## config.mk

```make
export PLATFORM = sky130hd
export DESIGN_NAME = commit_trace_buffer_flat
export DESIGN_NICKNAME = d
export VERILOG_FILES = /design/src/rtl/trace_pkg.sv /design/src/rtl/commit_trace_buffer_if.sv /design/src/rtl/trace_tag_table.sv /design/src/rtl/commit_trace_buffer.sv /design/src/flat_wrapper.sv
export SDC_FILE = /design/constraint.sdc
export NUM_CORES = 2
export LEC_CHECK = 0
export ABC_AREA = 0
export CAP_MARGIN = 20
export CORE_MARGIN = 5
export CORE_UTILIZATION = 58
export CTS_BUF_LIST = sky130_fd_sc_hd__clkbuf_16
export CTS_CLUSTER_SIZE = 14
export DETAILED_ROUTE_END_ITERATION = 6
export DONT_BUFFER_PORTS = 1
export GPL_TIMING_DRIVEN = 0
export PLACE_DENSITY = 0.76
export SYNTH_ARGS = -nofsm -noshare
export SYNTH_HDL_FRONTEND = slang
export SYNTH_HIERARCHICAL = 1
export SYNTH_SLANG_ARGS = --single-unit
```

## constraint.sdc

```tcl
create_clock -name clk -period 15.25 [get_ports clk]
set_clock_uncertainty 0.1 [all_clocks]
set_input_delay 2.2875 -clock clk [delete_from_list [all_inputs] [get_ports clk]]
set_output_delay 2.2875 -clock clk [all_outputs]
set_load 0.05 [all_outputs]
```

## src/rtl/trace_pkg.sv

```systemverilog
`default_nettype none
// ============================================================================
//  Module      : trace_pkg
//  Description : Shared types and constants for the commit trace buffer.
//                The ABI name helper exists only when COMMIT_TRACE_FILE_EN
//                is defined.
//  Revision    : 1.0 - initial release
// ============================================================================
package trace_pkg;

    // One-hot memory access size encodings
    localparam logic [2:0] MEM_B = 3'b001;
    localparam logic [2:0] MEM_H = 3'b010;
    localparam logic [2:0] MEM_W = 3'b100;

    // Record layout for the default 32-bit / 7-bit-tag configuration
    localparam int REC_XLEN   = 32;
    localparam int REC_RADD_W = 7;

    typedef struct packed {
        logic [REC_XLEN-1:0]   pc;
        logic [REC_RADD_W-1:0] rd_add;
        logic [REC_XLEN-1:0]   rd_data;
        logic [2:0]            mem_wen;
        logic [REC_XLEN-1:0]   mem_wadd;
        logic [REC_XLEN-1:0]   mem_wdata;
        logic [REC_XLEN-1:0]   mem_radd;
    } trace_rec_t;

`ifdef COMMIT_TRACE_FILE_EN
    // RISC-V ABI register name for an architectural index
    function automatic string abi_name(input logic [4:0] idx);
        string names [32] = '{
            "zero", "ra", "sp", "gp", "tp", "t0", "t1", "t2",
            "s0", "s1", "a0", "a1", "a2", "a3", "a4", "a5",
            "a6", "a7", "s2", "s3", "s4", "s5", "s6", "s7",
            "s8", "s9", "s10", "s11", "t3", "t4", "t5", "t6"};
        return names[idx];
    endfunction
`endif

endpackage
`default_nettype wire

```

## src/rtl/commit_trace_buffer_if.sv

```systemverilog
`default_nettype none
// ============================================================================
//  Module      : commit_trace_buffer_if
//  Description : Push, writeback and record-pop signals of the commit trace
//                buffer. master = pipeline/sink side, slave = buffer side.
//  Revision    : 1.0 - initial release
// ============================================================================
interface commit_trace_buffer_if #(
    parameter int NUM_WB = 2,
    parameter int XLEN   = 32,
    parameter int RADD_W = 7
);
    logic                     in_valid;
    logic                     in_ready;
    logic [XLEN-1:0]          in_pc;
    logic                     in_rd_en;
    logic [RADD_W-1:0]        in_rd_add;
    logic [2:0]               in_mem_ren;
    logic [2:0]               in_mem_wen;
    logic [XLEN-1:0]          in_mem_radd;
    logic [XLEN-1:0]          in_mem_wadd;
    logic [XLEN-1:0]          in_mem_wdata;

    logic [NUM_WB-1:0]        wb_en;
    logic [NUM_WB*RADD_W-1:0] wb_add;
    logic [NUM_WB*XLEN-1:0]   wb_data;

    logic                     out_valid;
    logic                     out_ready;
    logic [XLEN-1:0]          out_pc;
    logic [RADD_W-1:0]        out_rd_add;
    logic [XLEN-1:0]          out_rd_data;
    logic [2:0]               out_mem_wen;
    logic [XLEN-1:0]          out_mem_wadd;
    logic [XLEN-1:0]          out_mem_wdata;
    logic [XLEN-1:0]          out_mem_radd;
    logic [31:0]              inst_count;
    logic                     err_orphan;

    modport master (
        output in_valid, in_pc, in_rd_en, in_rd_add, in_mem_ren, in_mem_wen,
               in_mem_radd, in_mem_wadd, in_mem_wdata,
               wb_en, wb_add, wb_data, out_ready,
        input  in_ready, out_valid, out_pc, out_rd_add, out_rd_data,
               out_mem_wen, out_mem_wadd, out_mem_wdata, out_mem_radd,
               inst_count, err_orphan
    );

    modport slave (
        input  in_valid, in_pc, in_rd_en, in_rd_add, in_mem_ren, in_mem_wen,
               in_mem_radd, in_mem_wadd, in_mem_wdata,
               wb_en, wb_add, wb_data, out_ready,
        output in_ready, out_valid, out_pc, out_rd_add, out_rd_data,
               out_mem_wen, out_mem_wadd, out_mem_wdata, out_mem_radd,
               inst_count, err_orphan
    );
endinterface
`default_nettype wire

```

## src/rtl/trace_tag_table.sv

```systemverilog
`default_nettype none
// ============================================================================
//  Module      : trace_tag_table
//  Description : Per-tag record of the newest buffer slot that will receive
//                that tag's writeback. One set port, NUM_WB combinational
//                read ports and NUM_WB clear ports; a set on a tag overrides
//                a clear of that tag in the same cycle.
//  Revision    : 1.0 - initial release
// ============================================================================
module trace_tag_table #(
    parameter int NUM_WB = 2,
    parameter int RADD_W = 7,
    parameter int IDX_W  = 4
) (
    input  wire logic                     clk,
    input  wire logic                     reset,
    input  wire logic                     set_en,
    input  wire logic [RADD_W-1:0]        set_tag,
    input  wire logic [IDX_W-1:0]         set_idx,
    input  wire logic [NUM_WB*RADD_W-1:0] rd_tag,
    output      logic [NUM_WB*IDX_W-1:0]  rd_idx,
    output      logic [NUM_WB-1:0]        rd_valid,
    input  wire logic [NUM_WB-1:0]        clr_en,
    input  wire logic [NUM_WB*RADD_W-1:0] clr_tag
);
    localparam int c_entries = 1 << RADD_W;

    logic [IDX_W-1:0]     r_last_idx [c_entries];
    logic [c_entries-1:0] r_valid;

    // Combinational lookups, one per writeback port
    generate
        for (genvar g = 0; g < NUM_WB; g++) begin : g_rd
            assign rd_idx[g*IDX_W +: IDX_W] = r_last_idx[rd_tag[g*RADD_W +: RADD_W]];
            assign rd_valid[g]              = r_valid[rd_tag[g*RADD_W +: RADD_W]];
        end
    endgenerate

    // Valid bits: clears first, then a set so it wins on a shared tag
    always_ff @(posedge clk) begin
        if (reset) begin
            r_valid <= '0;
        end else begin
            for (int i = 0; i < NUM_WB; i++) begin
                if (clr_en[i] && !(set_en && set_tag == clr_tag[i*RADD_W +: RADD_W])) begin
                    r_valid[clr_tag[i*RADD_W +: RADD_W]] <= 1'b0;
                end
            end
            if (set_en) begin
                r_valid[set_tag] <= 1'b1;
            end
        end
    end

    // Slot index payload needs no reset; it is qualified by the valid bit
    always_ff @(posedge clk) begin
        if (set_en) begin
            r_last_idx[set_tag] <= set_idx;
        end
    end
endmodule
`default_nettype wire

```

## src/rtl/commit_trace_buffer.sv

```systemverilog
`default_nettype none
// ============================================================================
//  Module      : commit_trace_buffer
//  Description : In-order commit trace buffer. Captures register-write and
//                store events in program order, fills register results from
//                out-of-order writeback ports and emits complete records on
//                a valid/ready stream.
//                Optional: COMMIT_TRACE_FILE_EN prints every popped record
//                to the simulation log (simulation only).
//  Revision    : 1.0 - initial release
// ============================================================================
module commit_trace_buffer
    import trace_pkg::*;
#(
    parameter int DEPTH  = 16,
    parameter int NUM_WB = 2,
    parameter int XLEN   = 32,
    parameter int RADD_W = 7
) (
    input wire logic              clk,
    input wire logic              reset,
    commit_trace_buffer_if.slave  bus
);
    localparam int                c_idx_w = $clog2(DEPTH);
    localparam logic [c_idx_w:0]  c_depth = (c_idx_w + 1)'(DEPTH);

    // Entry storage
    logic [XLEN-1:0]    r_pc        [DEPTH];
    logic [RADD_W-1:0]  r_rd_add    [DEPTH];
    logic [XLEN-1:0]    r_rd_data   [DEPTH];
    logic [2:0]         r_mem_wen   [DEPTH];
    logic [XLEN-1:0]    r_mem_wadd  [DEPTH];
    logic [XLEN-1:0]    r_mem_wdata [DEPTH];
    logic [XLEN-1:0]    r_mem_radd  [DEPTH];
    logic [DEPTH-1:0]   r_pending;

    logic [c_idx_w-1:0] r_wptr;
    logic [c_idx_w-1:0] r_head;
    logic [c_idx_w:0]   r_count;
    logic [31:0]        r_inst_count;
    logic               r_err_orphan;

    logic               w_vrd;
    logic               w_storable;
    logic               w_push;
    logic               w_pop;
    logic [XLEN-1:0]    w_wdata;

    logic [NUM_WB*c_idx_w-1:0] w_rd_idx_flat;
    logic [NUM_WB-1:0]         w_rd_valid;
    logic [c_idx_w-1:0]        w_idx [NUM_WB];
    logic [NUM_WB-1:0]         w_act;
    logic [NUM_WB-1:0]         w_win;
    logic [NUM_WB-1:0]         w_fill;
    logic [NUM_WB-1:0]         w_orphan;

    assign w_vrd      = bus.in_rd_en && (bus.in_rd_add[4:0] != 5'd0);
    assign w_storable = w_vrd || (bus.in_mem_wen != 3'b000);
    assign w_push     = bus.in_valid && bus.in_ready && w_storable && !reset;
    assign w_pop      = bus.out_valid && bus.out_ready && !reset;

    // Store data narrowed to the access size, lowest size bit taking priority
    always_comb begin
        w_wdata = '0;
        if ((bus.in_mem_wen & MEM_B) != 3'b000) begin
            w_wdata = {{(XLEN-8){1'b0}}, bus.in_mem_wdata[7:0]};
        end else if ((bus.in_mem_wen & MEM_H) != 3'b000) begin
            w_wdata = {{(XLEN-16){1'b0}}, bus.in_mem_wdata[15:0]};
        end else if ((bus.in_mem_wen & MEM_W) != 3'b000) begin
            w_wdata = bus.in_mem_wdata;
        end
    end

    trace_tag_table #(
        .NUM_WB (NUM_WB),
        .RADD_W (RADD_W),
        .IDX_W  (c_idx_w)
    ) u_tag_table (
        .clk      (clk),
        .reset    (reset),
        .set_en   (w_push && w_vrd),
        .set_tag  (bus.in_rd_add),
        .set_idx  (r_wptr),
        .rd_tag   (bus.wb_add),
        .rd_idx   (w_rd_idx_flat),
        .rd_valid (w_rd_valid),
        .clr_en   (w_fill),
        .clr_tag  (bus.wb_add)
    );

    // Writeback arbitration: highest port wins a shared tag, then hit/orphan
    always_comb begin
        for (int i = 0; i < NUM_WB; i++) begin
            w_act[i] = bus.wb_en[i] && (bus.wb_add[i*RADD_W +: 5] != 5'd0) && !reset;
        end
        for (int i = 0; i < NUM_WB; i++) begin
            w_win[i] = w_act[i];
            for (int j = i + 1; j < NUM_WB; j++) begin
                if (w_act[j] && bus.wb_add[j*RADD_W +: RADD_W] == bus.wb_add[i*RADD_W +: RADD_W]) begin
                    w_win[i] = 1'b0;
                end
            end
            w_idx[i]    = w_rd_idx_flat[i*c_idx_w +: c_idx_w];
            w_fill[i]   = w_win[i] && w_rd_valid[i] && r_pending[w_idx[i]]
                          && (r_rd_add[w_idx[i]] == bus.wb_add[i*RADD_W +: RADD_W]);
            w_orphan[i] = w_win[i] && !w_fill[i];
        end
    end

    // Pointers, occupancy, counters and pending flags
    always_ff @(posedge clk) begin
        if (reset) begin
            r_wptr       <= '0;
            r_head       <= '0;
            r_count      <= '0;
            r_pending    <= '0;
            r_inst_count <= '0;
            r_err_orphan <= 1'b0;
        end else begin
            for (int i = 0; i < NUM_WB; i++) begin
                if (w_fill[i]) begin
                    r_pending[w_idx[i]] <= 1'b0;
                end
            end
            if (w_push) begin
                r_pending[r_wptr] <= w_vrd;
                r_wptr            <= r_wptr + 1'b1;
            end
            if (w_pop) begin
                r_head       <= r_head + 1'b1;
                r_inst_count <= r_inst_count + 32'd1;
            end
            r_count <= r_count + (c_idx_w + 1)'(w_push) - (c_idx_w + 1)'(w_pop);
            if (w_orphan != '0) begin
                r_err_orphan <= 1'b1;
            end
        end
    end

    // Entry payloads; no reset, validity comes from the occupancy count
    always_ff @(posedge clk) begin
        if (w_push) begin
            r_pc[r_wptr]        <= bus.in_pc;
            r_rd_add[r_wptr]    <= w_vrd ? bus.in_rd_add : '0;
            r_rd_data[r_wptr]   <= '0;
            r_mem_wen[r_wptr]   <= bus.in_mem_wen;
            r_mem_wadd[r_wptr]  <= (bus.in_mem_wen != 3'b000) ? bus.in_mem_wadd : '0;
            r_mem_wdata[r_wptr] <= w_wdata;
            r_mem_radd[r_wptr]  <= (bus.in_mem_ren != 3'b000) ? bus.in_mem_radd : '0;
        end
        for (int i = 0; i < NUM_WB; i++) begin
            if (w_fill[i]) begin
                r_rd_data[w_idx[i]] <= bus.wb_data[i*XLEN +: XLEN];
            end
        end
    end

    assign bus.in_ready      = (r_count < c_depth);
    assign bus.out_valid     = (r_count != '0) && !r_pending[r_head];
    assign bus.out_pc        = r_pc[r_head];
    assign bus.out_rd_add    = r_rd_add[r_head];
    assign bus.out_rd_data   = r_rd_data[r_head];
    assign bus.out_mem_wen   = r_mem_wen[r_head];
    assign bus.out_mem_wadd  = r_mem_wadd[r_head];
    assign bus.out_mem_wdata = r_mem_wdata[r_head];
    assign bus.out_mem_radd  = r_mem_radd[r_head];
    assign bus.inst_count    = r_inst_count;
    assign bus.err_orphan    = r_err_orphan;

`ifdef COMMIT_TRACE_FILE_EN
    // Header at time 0
    initial begin
        $display("pc (rd name data) (wen wadd wdata | radd)");
    end

    // One line per popped record
    always @(posedge clk) begin
        if (w_pop) begin
            $display("%h (%0d %s %h) (%b %h %h | %h)",
                     bus.out_pc, bus.out_rd_add, abi_name(bus.out_rd_add[4:0]),
                     bus.out_rd_data, bus.out_mem_wen, bus.out_mem_wadd,
                     bus.out_mem_wdata, bus.out_mem_radd);
        end
    end
`endif
endmodule
`default_nettype wire

```

## src/flat_wrapper.sv

```systemverilog
// flat-port wrapper written by rule: the top's interface ports become plain ports
module commit_trace_buffer_flat import trace_pkg::*;
#(
    parameter int DEPTH  = 16,
    parameter int NUM_WB = 2,
    parameter int XLEN   = 32,
    parameter int RADD_W = 7
)
  (clk, reset, bus_in_valid, bus_in_pc, bus_in_rd_en, bus_in_rd_add, bus_in_mem_ren, bus_in_mem_wen, bus_in_mem_radd, bus_in_mem_wadd, bus_in_mem_wdata, bus_wb_en, bus_wb_add, bus_wb_data, bus_out_ready, bus_in_ready, bus_out_valid, bus_out_pc, bus_out_rd_add, bus_out_rd_data, bus_out_mem_wen, bus_out_mem_wadd, bus_out_mem_wdata, bus_out_mem_radd, bus_inst_count, bus_err_orphan);
  commit_trace_buffer_if #(.NUM_WB(NUM_WB), .XLEN(XLEN), .RADD_W(RADD_W)) bus_i ();
  input wire logic clk;
  input wire logic reset;
  input wire logic [$bits(bus_i.in_valid)-1:0] bus_in_valid;
  input wire logic [$bits(bus_i.in_pc)-1:0] bus_in_pc;
  input wire logic [$bits(bus_i.in_rd_en)-1:0] bus_in_rd_en;
  input wire logic [$bits(bus_i.in_rd_add)-1:0] bus_in_rd_add;
  input wire logic [$bits(bus_i.in_mem_ren)-1:0] bus_in_mem_ren;
  input wire logic [$bits(bus_i.in_mem_wen)-1:0] bus_in_mem_wen;
  input wire logic [$bits(bus_i.in_mem_radd)-1:0] bus_in_mem_radd;
  input wire logic [$bits(bus_i.in_mem_wadd)-1:0] bus_in_mem_wadd;
  input wire logic [$bits(bus_i.in_mem_wdata)-1:0] bus_in_mem_wdata;
  input wire logic [$bits(bus_i.wb_en)-1:0] bus_wb_en;
  input wire logic [$bits(bus_i.wb_add)-1:0] bus_wb_add;
  input wire logic [$bits(bus_i.wb_data)-1:0] bus_wb_data;
  input wire logic [$bits(bus_i.out_ready)-1:0] bus_out_ready;
  output wire logic [$bits(bus_i.in_ready)-1:0] bus_in_ready;
  output wire logic [$bits(bus_i.out_valid)-1:0] bus_out_valid;
  output wire logic [$bits(bus_i.out_pc)-1:0] bus_out_pc;
  output wire logic [$bits(bus_i.out_rd_add)-1:0] bus_out_rd_add;
  output wire logic [$bits(bus_i.out_rd_data)-1:0] bus_out_rd_data;
  output wire logic [$bits(bus_i.out_mem_wen)-1:0] bus_out_mem_wen;
  output wire logic [$bits(bus_i.out_mem_wadd)-1:0] bus_out_mem_wadd;
  output wire logic [$bits(bus_i.out_mem_wdata)-1:0] bus_out_mem_wdata;
  output wire logic [$bits(bus_i.out_mem_radd)-1:0] bus_out_mem_radd;
  output wire logic [$bits(bus_i.inst_count)-1:0] bus_inst_count;
  output wire logic [$bits(bus_i.err_orphan)-1:0] bus_err_orphan;
  assign bus_i.in_valid = bus_in_valid;
  assign bus_i.in_pc = bus_in_pc;
  assign bus_i.in_rd_en = bus_in_rd_en;
  assign bus_i.in_rd_add = bus_in_rd_add;
  assign bus_i.in_mem_ren = bus_in_mem_ren;
  assign bus_i.in_mem_wen = bus_in_mem_wen;
  assign bus_i.in_mem_radd = bus_in_mem_radd;
  assign bus_i.in_mem_wadd = bus_in_mem_wadd;
  assign bus_i.in_mem_wdata = bus_in_mem_wdata;
  assign bus_i.wb_en = bus_wb_en;
  assign bus_i.wb_add = bus_wb_add;
  assign bus_i.wb_data = bus_wb_data;
  assign bus_i.out_ready = bus_out_ready;
  assign bus_in_ready = bus_i.in_ready;
  assign bus_out_valid = bus_i.out_valid;
  assign bus_out_pc = bus_i.out_pc;
  assign bus_out_rd_add = bus_i.out_rd_add;
  assign bus_out_rd_data = bus_i.out_rd_data;
  assign bus_out_mem_wen = bus_i.out_mem_wen;
  assign bus_out_mem_wadd = bus_i.out_mem_wadd;
  assign bus_out_mem_wdata = bus_i.out_mem_wdata;
  assign bus_out_mem_radd = bus_i.out_mem_radd;
  assign bus_inst_count = bus_i.inst_count;
  assign bus_err_orphan = bus_i.err_orphan;
  commit_trace_buffer #(.DEPTH(DEPTH), .NUM_WB(NUM_WB), .XLEN(XLEN), .RADD_W(RADD_W)) u_core (.clk(clk), .reset(reset), .bus(bus_i));
endmodule
```

## Word level (Yosys, flattened, before mapping)

Memory sizes are Yosys's and may differ from the RTL's. A register that Yosys moved wholly into a read port is not among the register bits.
Cells that the tools add are included.

- Memory bits (writable): 3232
- Register bits: 190
- Output and inout bits: 205
- Logic and storage cells: 155
- Memories: 8

Memories:

| memory | words | width | read ports | clocked after Yosys merged registers in | wr ports | RTL line | RTL |
|---|---|---|---|---|---|---|---|
| u_core.r_mem_radd | 16 | 32 | 1 | 1 | 1 | commit_trace_buffer.sv:34 | `logic [XLEN-1:0] r_mem_radd [DEPTH];` |
| u_core.r_mem_wadd | 16 | 32 | 1 | 1 | 1 | commit_trace_buffer.sv:32 | `logic [XLEN-1:0] r_mem_wadd [DEPTH];` |
| u_core.r_mem_wdata | 16 | 32 | 1 | 1 | 1 | commit_trace_buffer.sv:33 | `logic [XLEN-1:0] r_mem_wdata [DEPTH];` |
| u_core.r_pc | 16 | 32 | 1 | 1 | 1 | commit_trace_buffer.sv:28 | `logic [XLEN-1:0] r_pc [DEPTH];` |
| u_core.r_rd_data | 16 | 32 | 1 | 1 | 3 | commit_trace_buffer.sv:30 | `logic [XLEN-1:0] r_rd_data [DEPTH];` |
| u_core.u_tag_table.r_last_idx | 128 | 4 | 2 | 0 | 1 | trace_tag_table.sv:28 | `logic [IDX_W-1:0] r_last_idx [c_entries];` |
| +2 memories | n/a | n/a | n/a | n/a | n/a | n/a |  |

- Reductions and logical operators: 45
- $lt $le $gt $ge: 14
- Eq/ne operators: 5
- Multiplexer cells: 62
- Bitwise logic cells: 9
- $add $sub $neg: 5

Operators by type and width:

| kind | count |
|---|---|
| 128-bit 2-to-1 mux | 5 |
| 128-bit bitwise AND | 2 |
| 128-bit NOT | 2 |
| 32-bit 2-to-1 mux | 5 |
| 128-bit bitwise OR | 1 |
| 16-bit 2-to-1 mux | 5 |
| 4-bit 2-to-1 mux | 14 |
| 7-bit == test | 5 |
| 32-bit by 1-bit adder with 32-bit output (second input constant) | 1 |
| 16-bit bitwise AND | 2 |
| 16-bit NOT | 2 |
| 1-bit logical AND | 31 |
| 7-bit by 8-bit < comparator with 1-bit output (second input constant) | 3 |
| 1-bit demux with 7-bit select | 3 |
| 7-bit by 1-bit >= comparator with 1-bit output (second input constant) | 3 |
| 4-bit by 5-bit < comparator with 1-bit output (second input constant) | 4 |
| 1-bit 2-to-1 mux | 20 |
| 5-bit nonzero test | 4 |
| 16-bit bitwise mux | 1 |
| 1-bit binary-select mux with 7-bit select | 2 |
| 1-bit binary-select mux with 4-bit select | 3 |
| 1-bit demux with 4-bit select | 3 |
| 4-bit by 1-bit >= comparator with 1-bit output (second input constant) | 3 |
| 4-bit by 1-bit adder with 4-bit output (second input constant) | 2 |
| 8 further kinds | 14 |

## Longest topological paths before layout

- Depth in word-level cells: 16
- Depth in mapped cells: 24
- Mapped depth without buffers: 15

## By module

The synthesis kept the hierarchy.

By module, submodules not included:

| module | sequential area each (um2) | cells each | area each (um2) | times used |
|---|---|---|---|---|
| commit_trace_buffer | 82999.6 | 5395 | 114277.1 | 1 |
| trace_tag_table | 17937.2 | 1885 | 31835.5 | 1 |

## Worst setup path before layout

Ideal clock, no wire load.

- Path kind: input -> register
- Start: input port bus_in_rd_add[1]
- End: memory u_core.r_rd_data[3][0], enable pin
- Setup time: 390 ps
- Buffers on the path: 0
- Arrival time: 14011 ps
- Stages: 6
- Slack: 749 ps
- Path through: or4_1 o21ai_0 a21oi_1 nand2_1 nor3_1 or3_1

RTL lines:

| what | RTL line | RTL |
|---|---|---|
| start, declared | flat_wrapper.sv:16 | `input wire logic [$bits(bus_i.in_rd_add)-1:0] bus_in_rd_add;` |
| end, declared | commit_trace_buffer.sv:30 |  |

## Final worst setup path

- Start: input port bus_wb_add[9]
- End: register u_core.u_tag_table.r_valid[122]

- Elaborated cells on any way between the ends: 37
- Classes of those cells: 2 x order compare; 3 x eq/ne; 12 x mux; 3 x bitwise; 15 x reduce/logical; 2 x memory

RTL lines:

| what | RTL line | RTL |
|---|---|---|
| start, declared | flat_wrapper.sv:23 | `input wire logic [$bits(bus_i.wb_add)-1:0] bus_wb_add;` |
| memory 128 x 4 bit * | n/a |  |
| net u_core.w_rd_idx_flat[5] | commit_trace_buffer.sv:49 | `logic [NUM_WB*c_idx_w-1:0] w_rd_idx_flat;` |
| branches (longest 3 deep; another with memory 16 x 7 bit) | n/a |  |
| 1-bit logical AND * | commit_trace_buffer.sv:105 | `&& (r_rd_add[w_idx[i]] == bus.wb_add[i*RADD_W +: RADD_W]);` |
| net u_core.w_fill[1] | commit_trace_buffer.sv:54 | `logic [NUM_WB-1:0] w_fill;` |
| 1-bit logical AND * | trace_tag_table.sv:45 | `if (clr_en[i] && !(set_en && set_tag == clr_tag[i*RADD_W +: RADD_W])) begin` |
| 128-bit 2-to-1 mux * | trace_tag_table.sv:45 |  |
| 128-bit 2-to-1 mux * | trace_tag_table.sv:41 | `if (reset) begin` |
| 128-bit bitwise OR (no source line) | n/a |  |
| 128-bit 2-to-1 mux * | trace_tag_table.sv:49 | `if (set_en) begin` |
| end signal, assigned | trace_tag_table.sv:42 | `r_valid <= '0;` |
| end signal, assigned by index | trace_tag_table.sv:46 | `r_valid[clr_tag[i*RADD_W +: RADD_W]] <= 1'b0;` |
| end signal, assigned by index | trace_tag_table.sv:50 | `r_valid[set_tag] <= 1'b1;` |
| end, declared | trace_tag_table.sv:29 | `logic [c_entries-1:0] r_valid;` |

Mark *: on every way through the listed nets, which the timed path passes. The select of a mux whose other input is x is not followed.
A chain may end at the register's enable or synchronous reset.

==> results.sh <==
export IMPL_wire_per_inst_um=38.72
export IMPL_violations="DRC"
export IMPL_synthCells=7280
export IMPL_end_kind="flip-flop"
export IMPL_die_area_um2=262100
export IMPL_cts_buffer_depth=4
export IMPL_dr_pass1_iters=7
export IMPL_drv_cap=0
export IMPL_root_buffer="clkbuf_16"
export IMPL_period_share_pct=72.40
export IMPL_synth_ff_type="edfxtp_1"
export IMPL_grt_pass1_vias=85040
export IMPL_hold_path_class="reg -> reg"
export IMPL_htreeDepth=5
export IMPL_first_iter_violations=13620
export IMPL_ys_warn_count=6
export IMPL_clock_latency_ns=0.99
export IMPL_initial_core_util_pct=58.23
export IMPL_final_nets=8199
export IMPL_fp_coreArea_um2=250900
export IMPL_worst_pin_slew_ns=1.241
export IMPL_critical_path_class="in -> reg"
export IMPL_area_delta_synth_final_pct=14.03
export IMPL_die_h_um=511.9
export IMPL_p_leak_nw=52.01
export IMPL_cp_arrival_ns=11.72
export IMPL_synth_edf_count=3232
export IMPL_finalSetupTns_ns=0
export IMPL_relSlewSlack_pct=17.25
export IMPL_vias=84920
export IMPL_place_congestion=1.040
export IMPL_layout_min_cycle_time_ns=11.04
export IMPL_dpl_hpwl_um=299100
export IMPL_antenna_found_initial=73
export IMPL_cts_resized=0
export IMPL_cts_setup_buffers=0
export IMPL_die_w_um=511.9
export IMPL_drc_errors=5
export IMPL_ctsHoldBuffers=0
export IMPL_ys_seq_elements=3426
export IMPL_peakVddDrop_mv=0.1411
export IMPL_grt_remaining_overflow=0
export IMPL_drive_gt1_share_pct=28.07
export IMPL_routed_via_density=7.298
export IMPL_synth_fp_nets=7519
export IMPL_grt_max_degree=83
export IMPL_grt_usage_pct=33.78
export IMPL_hold_ws_ns=0.3947
export IMPL_cts_buffers=361
export IMPL_io_pins=431
export IMPL_rows=184
export IMPL_clock_fmax_mhz=90.57
export IMPL_clk_pin_slew_worst_paths_ns=0.06
export IMPL_synth_area_um2=146100
export IMPL_syn_avg_cell_area_um2=20.07
export IMPL_cts_sinks=3426
export IMPL_slew_violations=0
export IMPL_setup_violations=0
export IMPL_finalHoldViolCount=0
export IMPL_drtAntennaViolNets=0
export IMPL_crit_required_ns=15.93
export IMPL_drt_wl_total_um=450500
export IMPL_portBuffers=0
export IMPL_startpoint_type="input port"
export IMPL_synth_yosys_seq_area_share_pct=69.08
export IMPL_grt_setup_unrepaired="false"
export IMPL_cp_max_fo=10
export IMPL_status="finished, violations left"
export IMPL_synth_cell_type_count=68
export IMPL_grt_pass1_wl_um=629600
export IMPL_cts_tree="done"
export IMPL_powerDensity_nw_per_um2=140.8
export IMPL_synthArstFlopShare_pct=0
[sequential cells by signal, indices dropped and copies added, names as in the netlist, named ones only]
register                       count
u_core/bus.err_orphan              1
u_core/bus.inst_count             32
u_core/r_count                     5
u_core/r_head                      4
u_core/r_mem_radd                512
u_core/r_mem_wadd                512
u_core/r_mem_wdata               512
u_core/r_mem_wen                  48
u_core/r_pc                      512
u_core/r_pending                  16
u_core/r_rd_add                  112
u_core/r_rd_data                 512
u_core/r_wptr                      4
u_core/u_tag_table/r_last_idx    512
u_core/u_tag_table/r_valid       128
[critical path: stages]
cell	delay, ns
clkbuf_1	0.64
clkbuf_1	0.79
clkbuf_1	0.89
mux4_2	0.47
mux4_2	0.56
mux4_2	0.57
mux2_2	0.40
buf_4	0.24
nor2_1	0.31
a22oi_1	0.15
nand3_1	0.11
or3b_2	0.45
a2111oi_2	0.76
clkbuf_1	0.32
nand2_1	0.17
a21oi_1	0.58
clkbuf_1	0.43
o2111ai_1	0.41
clkbuf_1	0.56
o221ai_1	0.43
a21oi_1	0.15
[cell usage after synthesis (14+ instances only)]
cell type,count,share of area [%]
xnor2_1,48,0.29
o211ai_1,14,0.072
nand3_1,45,0.15
mux2i_1,72,0.49
or3_1,24,0.10
a21oi_1,156,0.53
o211a_1,15,0.10
a22o_1,489,2.9
or4b_1,15,0.10
nand4_1,19,0.081
a22o_2,24,0.16
dfxtp_1,194,2.7
nor2_1,140,0.36
mux2_2,23,0.18
xor2_1,25,0.15
clkbuf_1,401,1.0
inv_1,125,0.32
nand2b_1,21,0.090
nor2b_1,119,0.51
mux4_2,1292,20
and4_1,18,0.11
buf_2,80,0.27
and2_1,38,0.16
buf_1,139,0.36
edfxtp_1,3232,66
a221oi_1,28,0.17
a211oi_1,22,0.11
o21bai_1,24,0.12
o221ai_1,105,0.63
buf_4,15,0.077
nor3_1,34,0.12
nand2_1,166,0.43
[per-stage QoR]
step	instances	utilization, %	worst slack, ns	instance area, um^2	power (W)
3_3_place_gp	10630	59.90	-14.37	150300	0.01497
6_report	11640	66.40	4.209	166600	0.02346
2_1_floorplan	7280	-	0.7487	146100	0.01378
3_5_place_dp	10880	61.60	3.935	154600	0.01512
4_1_cts	11500	65.95	4.895	165500	0.02333
5_1_grt	11600	66.36	4.345	166500	0.02412
[worst paths after layout]
check                                                 startpoint                                         end  slack, ns  cells past startpoint
setup reg to reg  u_core/u_tag_table/r_last_idx[93][3]$_DFFE_PP_  u_core/u_tag_table/r_valid[122]$_SDFF_PP0_       7.41                     18
hold / removal         u_core/u_tag_table/r_valid[14]$_SDFF_PP0_   u_core/u_tag_table/r_valid[14]$_SDFF_PP0_       0.39                      2
setup / recovery                                   bus_wb_add[9]  u_core/u_tag_table/r_valid[122]$_SDFF_PP0_       4.21                     21
hold reg to reg        u_core/u_tag_table/r_valid[14]$_SDFF_PP0_   u_core/u_tag_table/r_valid[14]$_SDFF_PP0_       0.39                      2
[cell type report]
| type | instances | area, um^2 |
|---|---|---|
| Multi-Input combinational cell | 3081 | 42180 |
| Antenna cell | 67 | 167.7 |
| Buffer | 648 | 2691 |
| Sequential cell | 3426 | 101000 |
| Fill cell | 15710 | 84330 |
| Inverter | 125 | 469.2 |
| Clock inverter | 260 | 1818 |
| Tap cell | 3348 | 4189 |
| Clock buffer | 364 | 9109 |
| Timing Repair Buffer | 317 | 5040 |
[cell usage in the layout (no fill, tap or decap), drive strengths merged, types with 6 or more instances in the layout]
cell type and count:
ha 12, o211a 15, or4b 17, nand3 45, edfxtp 3232, a221oi 28
inv 198, and2 38, o2111ai 6, buf 560, o221ai 105, xor2 25
nand4 19, diode 67, o21ai 13, and3 11, mux4 1298, o211ai 14
and4 18, nor2b 119, mux2 23, clkbuf 769, mux2i 72, o21bai 24
bufinv 23, clkinvlp 11, a21oi 156, nand2 166, nor3b 9, a211oi 23
or3 24, nor3 35, dfxtp 194, a22o 513, nand2b 21, or2 6
a22oi 8, xnor2 48, clkinv 153, nor2 140
[report_power, final]
group	switching, W	internal [W]	leakage [nW]
Clock	0.00358	0.00470	5.64
Combinational	0.00293	0.00185	16.1
Sequential	0.0000520	0.0103	30.3
[metal layers]
metal  GRT usage, %  vias to the layer above  wire length (um)
li1               -                    32370                 -
met5        0.01826                        -               174
met3          10.02                     1441             60330
met4          16.79                       26             27540
met1          43.48                    43740            147500
met2          53.18                     7345            215000
[cell families (layout without fill, tap and decap cells)]
group / after synthesis / in the layout / synth area share, %
buf+inv: 773 / 1714 / 2.155
mux: 1393 / 1393 / 20.69
compound gates: 921 / 921 / 5.075
other cells: 0 / 67 / 0
xor+xnor: 73 / 73 / 0.4376
flops: 3426 / 3426 / 69.08
fa+ha+maj: 13 / 13 / 0.1165
simple gates: 681 / 681 / 2.441
No activity file was read; power rests on OpenSTA's default activity.
